[config.mk]
export PLATFORM = sky130hd
export DESIGN_NAME = pipe_stage_chain
export DESIGN_NICKNAME = d
export VERILOG_FILES = /design/src/rtl/pipe_stage_chain.sv
export SDC_FILE = /design/constraint.sdc
export NUM_CORES = 1
export LEC_CHECK = 0
export BUFFER_PORTS_ARGS = -buffer_cell sky130_fd_sc_hd__buf_2
export CAP_MARGIN = 15
export CORE_AREA = 2 2 120 122
export DETAILED_ROUTE_END_ITERATION = 8
export DIE_AREA = 0 0 122 124
export GPL_TIMING_DRIVEN = 0
export PLACE_DENSITY = 0.92
export SLEW_MARGIN = 15
export SYNTH_ARGS = -nofsm -noshare
export SYNTH_HDL_FRONTEND = slang
export SYNTH_SLANG_ARGS = --single-unit
[constraint.sdc]
create_clock -name clk -period 3.7 [get_ports clk]
set_input_delay 0.555 -clock clk [delete_from_list [all_inputs] [get_ports clk]]
set_output_delay 0.555 -clock clk [all_outputs]
set_load 0.01 [all_outputs]
[src/rtl/pipe_stage_chain.sv]
// pipe_stage_chain: STAGES-deep {valid,data} register chain with stall, bubble insertion and flush.
// Define PIPE_CHAIN_PERF_EN to build the saturating stall/bubble/flush perf counters.
module pipe_stage_chain #(
    parameter int               STAGES = 4,
    parameter int               WIDTH  = 32,
    parameter logic [WIDTH-1:0] BUBBLE = '0,
    parameter int               PERF_W = 32
) (
    input  logic                    clk,
    input  logic                    rst_n,
    input  logic                    in_valid,
    input  logic [WIDTH-1:0]        in_data,
    output logic                    in_ready,
    input  logic [STAGES-1:0]       stall,
    input  logic [STAGES-1:0]       flush,
    output logic [STAGES-1:0]       stage_valid,
    output logic [STAGES*WIDTH-1:0] stage_data,
    output logic                    out_valid,
    output logic [WIDTH-1:0]        out_data,
    input  logic                    perf_clr,
    output logic [PERF_W-1:0]       perf_stall,
    output logic [PERF_W-1:0]       perf_bubble,
    output logic [PERF_W-1:0]       perf_flush
);

    logic [STAGES-1:0] hold;
    logic [STAGES-1:0] vld;
    logic [STAGES-1:0] nv;
    logic [WIDTH-1:0]  dat [STAGES];
    logic [WIDTH-1:0]  nd  [STAGES];

    // A stall freezes its own stage and every stage upstream of it.
    always_comb begin
        hold = '0;
        hold[STAGES-1] = stall[STAGES-1];
        for (int i = STAGES - 2; i >= 0; i--) begin
            hold[i] = stall[i] | hold[i+1];
        end
    end

    assign in_ready = ~hold[0];

    // Next state per stage: flush beats hold beats load; a moving stage under a frozen one gets a bubble.
    always_comb begin
        nv = vld;
        nd = dat;
        if (!hold[0]) begin
            nv[0] = in_valid;
            nd[0] = in_valid ? in_data : BUBBLE;
        end
        if (flush[0]) begin
            nv[0] = 1'b0;
            nd[0] = BUBBLE;
        end
        for (int i = 1; i < STAGES; i++) begin
            if (!hold[i]) begin
                nv[i] = vld[i-1] & ~hold[i-1];
                nd[i] = hold[i-1] ? BUBBLE : dat[i-1];
            end
            if (flush[i]) begin
                nv[i] = 1'b0;
                nd[i] = BUBBLE;
            end
        end
    end

    // Stage registers; reset empties the whole chain.
    always_ff @(posedge clk or negedge rst_n) begin
        if (!rst_n) begin
            vld <= '0;
            for (int i = 0; i < STAGES; i++) begin
                dat[i] <= BUBBLE;
            end
        end else begin
            vld <= nv;
            for (int i = 0; i < STAGES; i++) begin
                dat[i] <= nd[i];
            end
        end
    end

    // Flatten the stage payloads onto the observation bus.
    always_comb begin
        stage_data = '0;
        for (int i = 0; i < STAGES; i++) begin
            stage_data[i*WIDTH +: WIDTH] = dat[i];
        end
    end

    assign stage_valid = vld;
    assign out_valid   = vld[STAGES-1];
    assign out_data    = dat[STAGES-1];

`ifdef PIPE_CHAIN_PERF_EN
    logic            bub;
    logic [PERF_W:0] kill_cnt;

    // A bubble appears wherever a frozen stage sits directly above a moving one.
    assign bub = |(hold[STAGES-2:0] & ~hold[STAGES-1:1]);

    // Count valid entries that a flush kills this cycle.
    always_comb begin
        kill_cnt = '0;
        for (int i = 0; i < STAGES; i++) begin
            kill_cnt = kill_cnt + {{PERF_W{1'b0}}, flush[i] & vld[i]};
        end
    end

    function automatic logic [PERF_W-1:0] sat_add(
        input logic [PERF_W-1:0] a,
        input logic [PERF_W:0]   b
    );
        logic [PERF_W:0] s;
        s = {1'b0, a} + b;
        return s[PERF_W] ? '1 : s[PERF_W-1:0];
    endfunction

    // Saturating perf counters; clear wins over increment.
    always_ff @(posedge clk or negedge rst_n) begin
        if (!rst_n) begin
            perf_stall  <= '0;
            perf_bubble <= '0;
            perf_flush  <= '0;
        end else if (perf_clr) begin
            perf_stall  <= '0;
            perf_bubble <= '0;
            perf_flush  <= '0;
        end else begin
            perf_stall  <= sat_add(perf_stall, {{PERF_W{1'b0}}, |stall});
            perf_bubble <= sat_add(perf_bubble, {{PERF_W{1'b0}}, bub});
            perf_flush  <= sat_add(perf_flush, kill_cnt);
        end
    end
`else
    logic unused_perf_clr;
    assign unused_perf_clr = perf_clr;
    assign perf_stall  = '0;
    assign perf_bubble = '0;
    assign perf_flush  = '0;
`endif

endmodule

==> results.md <==
- Outcome: complete, no violations
- Final WS setup: 1370 ps
- Worst slew margin: about half
- Htree depth: 4
- Max Slew Vio Count: 0
- Detailed-route DRC error count: 0
- Die area: 15100 sq um
- Worst R2R Path Depth: 2
- Met2 Resource Use GR: between 30% and 40%
- Final hold viol count: 0
- Critical path type: in -> out
- Syn Std Cell Area: about 6500 sq um
- Share of cells above drive strength 1: 41.1%
- Met1 global-route usage: 25.4%
- Period utilisation layout: 63.0%
- Setup WS pre-CTS: about 1400 ps
- Port bufs: 205
- Async set or reset register ratio after synthesis: between 90% and 100%
- Post-Synth Simple-Gate Area: between 10% and 20%
- Largest net degree at the start of global routing: 72
- ANT cells: 0
- Max Cap Viol: 0
- Slew @ Worst Pin: between 700 and 800 ps
- Final wirelength: 16400 um
- Post-synth top area share: between 50% and 60%
- Final setup violating endpoints: 0
- First-pass GRT wire length: ~24000 um
- Register area share after synthesis: 50.6%
- Initial antenna violation count: 0
- Hold buffer count at cts: 0
- CP endpoint kind: primary output
- Internal power: approximately 2.6 mW
- Fill cell count: 1092
- Synth Area in Compound Gates: between 10% and 20%
- Top cells by area, synth: dfrtp_1, buf_4, a22o_1, nand2b_1, mux2i_1
- Vias/cell: between 4 and 5
- Synth warnings: 0
- WP data required: between 3000 and 4000 ps
- Multiplexer share of the synthesized area: 5.06%
- Setup TNS: 0 ps
- Vias in the first global route: roughly 4500
- Synth Flop Type: dfrtp_1
- Final min period: around 2300 ps
- Worst hold path class: in -> async
- Post-CTS setup buffer count: 0
- Synth Register Bits: around 130
- Starting DRT DRC Count: about 240
- Total track usage: between 20% and 30%
- DP HPWL: 12900 um
- Maximum vdd drop: 247 uV
- Clock Path Buffers: 2
- PD cells: 381 nW/um^2
- Num rows: 43
- Net switching power: 0.731 mW
- Clock share of power: a little under half
- Total CTS buffers: 17
- Data arrival time of the worst path: around 1800 ps
- Post_cts resized: 0
- Syn Area/Cell: ~11 sq um
- DIE HEIGHT: around 120 um
- CTS tree: yes
- Adder-Cell Fraction of Synth Area: 0%
- Combinational Power Share: ~8.8%
- Placeable core region: roughly 14000 sq um
- RSZ-0062 raised after global routing: no
- Area occupied by multi-input gates: approximately 2300 sq um
- Crit-path max FO: 10
- Vias: between 4000 and 5000
- Sink Count: approximately 130
- Routed WL per cell: between 15 and 20 um
- Global routing's busiest layer: met2
- Met3 Use GR: roughly 5.1%
- Initial core utilization: between 40% and 50%
- Register area: ~3300 sq um
- Number of flops mapped to enable cells by yosys: 0
- Syn-to-layout area delta: 33.8%
- Worst-Skew Late Latency: a little over 400 ps
- Post-Syn Instances: around 580
- Crit start category: input pin
- Cell with the most instances after synthesis: dfrtp_1
- Most frequent cells after synthesis: dfrtp_1, buf_4, nand2b_1, a22o_1, clkbuf_1
- Routed Antenna Nets: 0
- Clock Skew: between 5 and 6 ps
- Die X: between 100 and 150 um
- Clock Tree Root: clkbuf_16
- LEAKAGE: about 4.8 nW
- XOR/XNOR share of the synthesized area: 0%
- Drt pass-1 iters: 4
- Yosys cell types: 19
- Fmax: between 400 and 500 MHz
- GR Overflow Total: 0
- Reg clk slew, reported paths: 50 ps
- Largest family of logic cells by synthesized area: buffers and inverters
- Cell taking the most area after synthesis: dfrtp_1
- Top-Level Pins: approximately 310
- Final GP Congestion: about 0.88
- Net Sw Frac: roughly 22%
- Nets@finish: around 940
- Flop pwr share: 43.7%
==> cell families after synthesis <==
group                  count (synthesis)
other                                  1
multiplexers                          33
flip-flops                           132
AND/OR/NAND/NOR                      104
AO/OA/AOI/OAI                        100
buffers and inverters                205
==> power by group through the flow <==
stage	sequential (mW)	clock (mW)	combinational, mW
final	1.46	1.58	0.291
after floorplan	1.48	0	0.200
after global routing	1.45	1.68	0.323
after CTS	1.46	1.60	0.287
after detailed placement	1.48	0	0.286
after global placement	1.48	0	0.279
==> cell type report <==
type	instances	share of cell area, %
buffer	171	13.5
clock buffer	26	5.94
clock inverter	4	0.515
inverter	34	1.60
multi-input combinational	333	25.9
sequential	132	37.8
tap	180	2.58
timing repair buffer	206	12.1
==> flip-flops by register name, summed over array words and instances, names as in the netlist <==
| name | cells |
|---|---|
| stage_data | 96 |
| out_data | 32 |
| stage_valid | 4 |
==> critical path, cell delays in order <==
cell	delay [ps]
buf_2	120
or4_1	520
buf_4	200
clkinv_8	90
buf_12	140
buf_2	140
==> routing by layer <==
metal,routed length [um],part of all wire (%)
met4,640,3.9
met3,837,5.1
met5,0,0
met1,6610,40
met2,8280,51
==> worst paths after layout <==
check                          startpoint              to  slack [ps]
max                              stall[1]        in_ready        1370
min                                 rst_n   stage_data[5]         120
max reg2reg                stage_data[48]  stage_data[48]        2890
min reg2reg                stage_data[95]    out_data[31]         520
max in group asynchronous           rst_n  stage_valid[3]        2850
min in group clk              in_data[30]  stage_data[30]         410
==> per-stage QoR <==
step	total power, mW	instances	util (%)	hold slack [ps]	area (sq um)
detailed placement	1.77	1056	59.6	507	8170
global route	3.45	1086	63.7	158	8740
floorplan	1.68	670	-	259	6890
global placement	1.76	1055	59.3	494	8140
finish	3.33	1086	63.7	122	8740
CTS	3.34	1086	63.7	136	8740
==> placed cells by master (no fill, tap or decap), types with 2 or more instances in the layout <==
master,Yosys,routed
a22o_1,66,66
buf_12,3,3
buf_2,3,207
buf_4,130,130
clkbuf_1,34,37
clkbuf_16,0,17
clkbuf_8,0,6
clkinv_2,0,3
conb_1,1,96
dfrtp_1,132,132
inv_1,33,33
mux2i_1,33,33
nand2b_1,67,67
nand3b_1,32,32
nor3_1,2,2
o32ai_1,33,33
No activity file was read; power rests on OpenSTA's default activity.
